### config.mk
export PLATFORM = sky130hd
export DESIGN_NAME = otbn_bignum_mul256_seq
export DESIGN_NICKNAME = d
export VERILOG_FILES = /design/src/rtl/otbn_bignum_mul256_seq_pkg.sv /design/src/rtl/otbn_bignum_mul256_seq.sv
export SDC_FILE = /design/constraint.sdc
export NUM_CORES = 2
export LEC_CHECK = 0
export CORE_AREA = 3 3 713 715
export CTS_BUF_LIST = sky130_fd_sc_hd__clkbuf_16
export DETAILED_ROUTE_END_ITERATION = 16
export DIE_AREA = 0 0 716 718
export GPL_TIMING_DRIVEN = 0
export PLACE_DENSITY = 0.3
export SETUP_SLACK_MARGIN = 0.4
export SYNTH_ARGS = -nofsm -noshare
export SYNTH_HDL_FRONTEND = slang
export SYNTH_SLANG_ARGS = --single-unit
### constraint.sdc
create_clock -name clk_i -period 3.5 [get_ports clk_i]
set_input_delay 0.525 -clock clk_i [delete_from_list [all_inputs] [get_ports clk_i]]
set_output_delay 0.525 -clock clk_i [all_outputs]
set_load 0.02 [all_outputs]
### src/rtl/otbn_bignum_mul256_seq_pkg.sv
// Shared types for the 256x256 MULQACC sequencer: the MAC interface structs
// and the fixed 16-step schedule.
package otbn_bignum_mul256_seq_pkg;

  localparam int WLEN     = 256;
  localparam int QWLEN    = WLEN / 4;
  localparam int NumSteps = 16;

  typedef struct packed {
    logic [WLEN-1:0] operand_a;
    logic [WLEN-1:0] operand_b;
    logic [1:0]      operand_a_qw_sel;
    logic [1:0]      operand_b_qw_sel;
    logic            wr_hw_sel_upper;
    logic [1:0]      pre_acc_shift_imm;
    logic            zero_acc;
    logic            shift_acc;
  } mac_bignum_operation_t;

  typedef struct packed {
    logic op_en;
    logic acc_rd_en;
  } mac_predec_bignum_t;

  typedef enum logic {
    StIdle = 1'b0,
    StRun  = 1'b1
  } mul256_state_e;

  typedef struct packed {
    logic [1:0] a_qw;
    logic [1:0] b_qw;
    logic [1:0] shift_imm;
    logic       zero_acc;
    logic       shift_acc;
    logic       wr_hw_sel_upper;
    logic       capture_en;
    logic [1:0] slot;
  } mul256_step_t;

  // Field order: a_qw, b_qw, shift_imm, zero_acc, shift_acc, upper, capture, slot.
  localparam mul256_step_t Mul256Schedule [NumSteps] = '{
    '{2'd0, 2'd0, 2'd0, 1'b1, 1'b0, 1'b0, 1'b0, 2'd0},
    '{2'd1, 2'd0, 2'd1, 1'b0, 1'b0, 1'b0, 1'b0, 2'd0},
    '{2'd0, 2'd1, 2'd1, 1'b0, 1'b1, 1'b0, 1'b1, 2'd0},
    '{2'd2, 2'd0, 2'd0, 1'b0, 1'b0, 1'b0, 1'b0, 2'd0},
    '{2'd1, 2'd1, 2'd0, 1'b0, 1'b0, 1'b0, 1'b0, 2'd0},
    '{2'd0, 2'd2, 2'd0, 1'b0, 1'b0, 1'b0, 1'b0, 2'd0},
    '{2'd3, 2'd0, 2'd1, 1'b0, 1'b0, 1'b0, 1'b0, 2'd0},
    '{2'd2, 2'd1, 2'd1, 1'b0, 1'b0, 1'b0, 1'b0, 2'd0},
    '{2'd1, 2'd2, 2'd1, 1'b0, 1'b0, 1'b0, 1'b0, 2'd0},
    '{2'd0, 2'd3, 2'd1, 1'b0, 1'b1, 1'b1, 1'b1, 2'd1},
    '{2'd3, 2'd1, 2'd0, 1'b0, 1'b0, 1'b0, 1'b0, 2'd0},
    '{2'd2, 2'd2, 2'd0, 1'b0, 1'b0, 1'b0, 1'b0, 2'd0},
    '{2'd1, 2'd3, 2'd0, 1'b0, 1'b0, 1'b0, 1'b0, 2'd0},
    '{2'd3, 2'd2, 2'd1, 1'b0, 1'b0, 1'b0, 1'b0, 2'd0},
    '{2'd2, 2'd3, 2'd1, 1'b0, 1'b1, 1'b0, 1'b1, 2'd2},
    '{2'd3, 2'd3, 2'd0, 1'b0, 1'b1, 1'b1, 1'b1, 2'd3}
  };

endpackage

### src/rtl/otbn_bignum_mul256_seq.sv
// Expands a 256x256 multiply into the 16-step MULQACC schedule on the bignum
// MAC and assembles the shifted-out half-words into a 512-bit product.
module otbn_bignum_mul256_seq
  import otbn_bignum_mul256_seq_pkg::*;
(
  input  logic                  clk_i,
  input  logic                  rst_ni,
  input  logic                  start_i,
  input  logic                  abort_i,
  input  logic                  stall_i,
  input  logic [WLEN-1:0]       operand_a_i,
  input  logic [WLEN-1:0]       operand_b_i,
  output mac_bignum_operation_t mac_operation_o,
  output logic                  mac_en_o,
  output logic                  mac_commit_o,
  output mac_predec_bignum_t    mac_predec_o,
  input  logic [WLEN-1:0]       mac_result_i,
  input  logic                  mac_intg_err_i,
  output logic                  busy_o,
  output logic                  done_o,
  output logic                  err_o,
  output logic [2*WLEN-1:0]     result_o
);

  mul256_state_e     state_q, state_d;
  logic [3:0]        step_q, step_d;
  logic [WLEN-1:0]   opa_q, opa_d;
  logic [WLEN-1:0]   opb_q, opb_d;
  logic [2*WLEN-1:0] result_q, result_d;
  logic              done_q, done_d;
  logic              err_q, err_d;
  mul256_step_t      cur_step;
  logic              commit;

  // Only the lower half-word of the MAC result is ever written back.
  logic unused_mac_result_upper;
  assign unused_mac_result_upper = ^mac_result_i[WLEN-1:2*QWLEN];

  assign cur_step = Mul256Schedule[step_q];

  always_comb begin
    state_d         = state_q;
    step_d          = step_q;
    opa_d           = opa_q;
    opb_d           = opb_q;
    result_d        = result_q;
    done_d          = 1'b0;
    err_d           = 1'b0;
    commit          = 1'b0;
    mac_operation_o = '0;
    mac_en_o        = 1'b0;
    mac_commit_o    = 1'b0;
    mac_predec_o    = '0;

    unique case (state_q)
      StIdle: begin
        if (start_i) begin
          state_d = StRun;
          step_d  = 4'd0;
          opa_d   = operand_a_i;
          opb_d   = operand_b_i;
        end
      end
      StRun: begin
        mac_en_o                          = 1'b1;
        mac_predec_o.op_en                = 1'b1;
        mac_predec_o.acc_rd_en            = ~cur_step.zero_acc;
        mac_operation_o.operand_a         = opa_q;
        mac_operation_o.operand_b         = opb_q;
        mac_operation_o.operand_a_qw_sel  = cur_step.a_qw;
        mac_operation_o.operand_b_qw_sel  = cur_step.b_qw;
        mac_operation_o.pre_acc_shift_imm = cur_step.shift_imm;
        mac_operation_o.zero_acc          = cur_step.zero_acc;
        mac_operation_o.shift_acc         = cur_step.shift_acc;
        mac_operation_o.wr_hw_sel_upper   = cur_step.wr_hw_sel_upper;
        commit       = ~stall_i & ~abort_i & ~mac_intg_err_i;
        mac_commit_o = commit;

        if (abort_i || mac_intg_err_i) begin
          // An integrity violation is an abort that is also reported.
          state_d = StIdle;
          step_d  = 4'd0;
          err_d   = mac_intg_err_i;
        end else if (commit) begin
          if (cur_step.capture_en) begin
            result_d[{cur_step.slot, 7'b0} +: 2*QWLEN] = mac_result_i[2*QWLEN-1:0];
          end
          if (step_q == 4'(NumSteps - 1)) begin
            state_d = StIdle;
            step_d  = 4'd0;
            done_d  = 1'b1;
          end else begin
            step_d = step_q + 4'd1;
          end
        end
      end
      default: state_d = StIdle;
    endcase
  end

  always_ff @(posedge clk_i or negedge rst_ni) begin
    if (!rst_ni) begin
      state_q  <= StIdle;
      step_q   <= 4'd0;
      opa_q    <= '0;
      opb_q    <= '0;
      result_q <= '0;
      done_q   <= 1'b0;
      err_q    <= 1'b0;
    end else begin
      state_q  <= state_d;
      step_q   <= step_d;
      opa_q    <= opa_d;
      opb_q    <= opb_d;
      result_q <= result_d;
      done_q   <= done_d;
      err_q    <= err_d;
    end
  end

  assign busy_o   = (state_q == StRun);
  assign done_o   = done_q;
  assign err_o    = err_q;
  assign result_o = result_q;

endmodule

==> metrics.csv <==
metric,value,unit
critPathCaptureType,output pin,
routed_wl,357000,um
slew_violations,0,
overflow,0,
setup_violations,0,
final_cell_area,74500,um2
cp_max_fo,10,
cts.clk_slew.worst_paths,50,ps
grt_pass1_wl,451000,um
synth_compound_area_share,4.80,%
ys_warn_count,0,
hold_viol,0,
worstReg2RegStart,busy_o,
postSynth.asyncResetShare,100,%
cts_buffers,156,
yosysTopAreaCell,dfrtp_1,
synth_edf_count,0,
synth.distinct_cells,37,
synth-simple-area-share,16.2,%
cts_buffer_depth,4,
clock_skew,53.2,ps
drtIter0Drc,1900,
synth_nets,4618,
area_delta_synth_final,70.2,%
syn_area,43800,um2
grt_pass1_vias,39900,
viasPerCell,3.01,
path_class,register to output pin,
placed_cell_area,69400,um2
wl_per_cell,28.4,um
ir_drop,293,uV
die_area,514000,um2
cts_max_level,4,
num-fill-cells,56400,
netlist.area_leader.share,58.9,%
status,finished clean,
ys_seq_area_share,58.9,%
syn_avg_cell_area,11.4,um2
drc,0,
antenna_left,0,
start_kind,register,
period_share,92.3,%
drive_gt1_share,23.1,%
critPathRequiredTime,2970,ps
grt.total_usage,13.4,%
fin_crit,3230,ps
power,0.0363,W
dieHeight,718,um
place.gp.congestion,0.894,
ios,1814,
start_util,8.72,%
r2r_cells,7,
drv_cap,0,
grt_max_degree,156,
fin_ws,271,ps
max_slew.worst_pin.slew,1260,ps
die_w,716,um
synth_area_leaders,"dfrtp_1 59%, mux2_2 17%, and2_1 7.4%",
portBuffers,1684,
whs,219,ps
antenna_found_initial,191,
synth_fa_ha_area_share,0.286,%
multi_input_area,16900,um2
place_hpwl,300000,um
r2r_slack,420,ps
cts_tree,built,
nets,6493,
synthXorXnorAreaFrac,0,%
synth_flop_cell,dfrtp_1,
cp.arrival,2700,ps
relSlewSlack,16.3,%
leakage,30.3,nW
ys_ff_latch,1031,
seqCellArea,25800,um2
clk_latency,860,ps
rows,260,
vias,37800,
synth_top_family_by_area,multiplexers,
r2r-end,opa_q[33],
cts.sinks,1031,
core_area,502000,um2
place_ws,-2260,ps
synth_mux_area_share,16.6,%
clock.fmax,310,MHz
clock-root-buffer,clkbuf_16,
hp-class,input port to asynchronous set/reset pin,
syn_inst,3834,
rsz0062_at_grt,true,
drt_pass1_iterations,5,
powerDensity,488,nW/um2
-- sequential cells by signal (all words and copies together) (netlist names) --
register,cells
busy_o,1
step_q,4
done_o,1
result_o,512
opb_q,256
err_o,1
opa_q,256
-- per-stage QoR --
stage	util [%]	std cells	setup TNS [ps]
detailed placement	13.8	12200	-1027480
global route	14.8	12500	0
floorplan	-	3834	0
CTS	14.8	12500	0
finish	14.8	12600	0
global placement	13.7	12200	-
-- cell type report --
type                       instances  area share [%]
tap                             6681            11.2
clock inverter                   110            1.13
sequential                      1031            34.7
timing repair buffer            1717            22.3
buffer                           290            2.64
clock buffer                     156            5.24
antenna                           53           0.178
multi-input combinational       2508            22.6
inverter                           5          0.0370
-- synthesized netlist by cell type (all sizes together), types with 2 or more instances --
cell type / count
and2: 517
o2111ai: 3
dfrtp: 1031
nand3: 4
nand2b: 2
a21boi: 3
o21ai: 392
inv: 5
buf: 66
nor4b: 2
nor2b: 3
mux2i: 4
a21oi: 3
ha: 10
o211ai: 2
nand2: 770
clkbuf: 224
mux2: 643
o211a: 4
and3: 130
nor2: 7
-- power by group --
| part | switching, W | internal [W] | leakage [nW] |
|---|---|---|---|
| Combinational | 0.00406 | 0.00309 | 14.7 |
| Clock | 0.00674 | 0.00865 | 2.43 |
| Sequential | 0.000733 | 0.0131 | 13.2 |
| Total | 0.0115 | 0.0248 | 30.3 |
-- kinds of logic (layout without fill, tap and decap cells) --
| family | count (synthesis) | after routing |
|---|---|---|
| other cells | 1 | 54 |
| compound gates | 409 | 409 |
| mux | 647 | 647 |
| flops | 1031 | 1031 |
| simple gates | 1441 | 1441 |
| buf+inv | 295 | 2278 |
| fa+ha+maj | 10 | 10 |
-- cell usage in the layout (no fill, tap or decap), drive strengths merged, types with 7 or more instances in the layout --
cell type      synthesis  final
and2                 517    517
and3                 130    130
buf                   66    174
bufinv                 0      7
clkbuf               224    428
clkdlybuf4s15          0     51
clkdlybuf4s50          0   1186
clkinv                 0     63
dfrtp               1031   1031
diode                  0     53
dlygate4sd2            0    318
ha                    10     10
inv                    5     40
mux2                 643    643
nand2                770    770
nor2                   7      7
o21ai                392    392
-- how the worst max path moves through the flow --
stage	from	endpoint	slack (ps)
global placement	rst_ni	result_o[253]	-53520
global route	busy_o	mac_operation_o[81]	130
detailed placement	busy_o	mac_operation_o[418]	-2260
CTS	busy_o	mac_operation_o[254]	40
finish	busy_o	mac_operation_o[198]	270
floorplan	step_q[1]	result_o[491]	860
-- per-layer routing --
layer  wire [um]  track usage [%]  up-vias
met2      189000             25.4     1563
li1            -                -    16600
met5         570                0        -
met3       33300             5.41      479
met1      121000             13.3    19100
met4       12800             3.98       88
-- critical path, cell delays in order, from the launching register on --
cell and delay, ps:
dfrtp_4 500, clkbuf_16 220, clkbuf_16 190, clkbuf_4 220
and2_1 310, dlygate4sd2_1 400
-- repair_timing --
action	4_1_cts	5_1_grt
cloned	1	0
pin swaps	6	2
resized for setup	1068	390
endpoints found under the hold margin	225	0
hold buffers	1	0
setup buffers	5	10
endpoints found under the setup margin	1502	1441
Note: power is estimated with default switching activity, not from simulation.
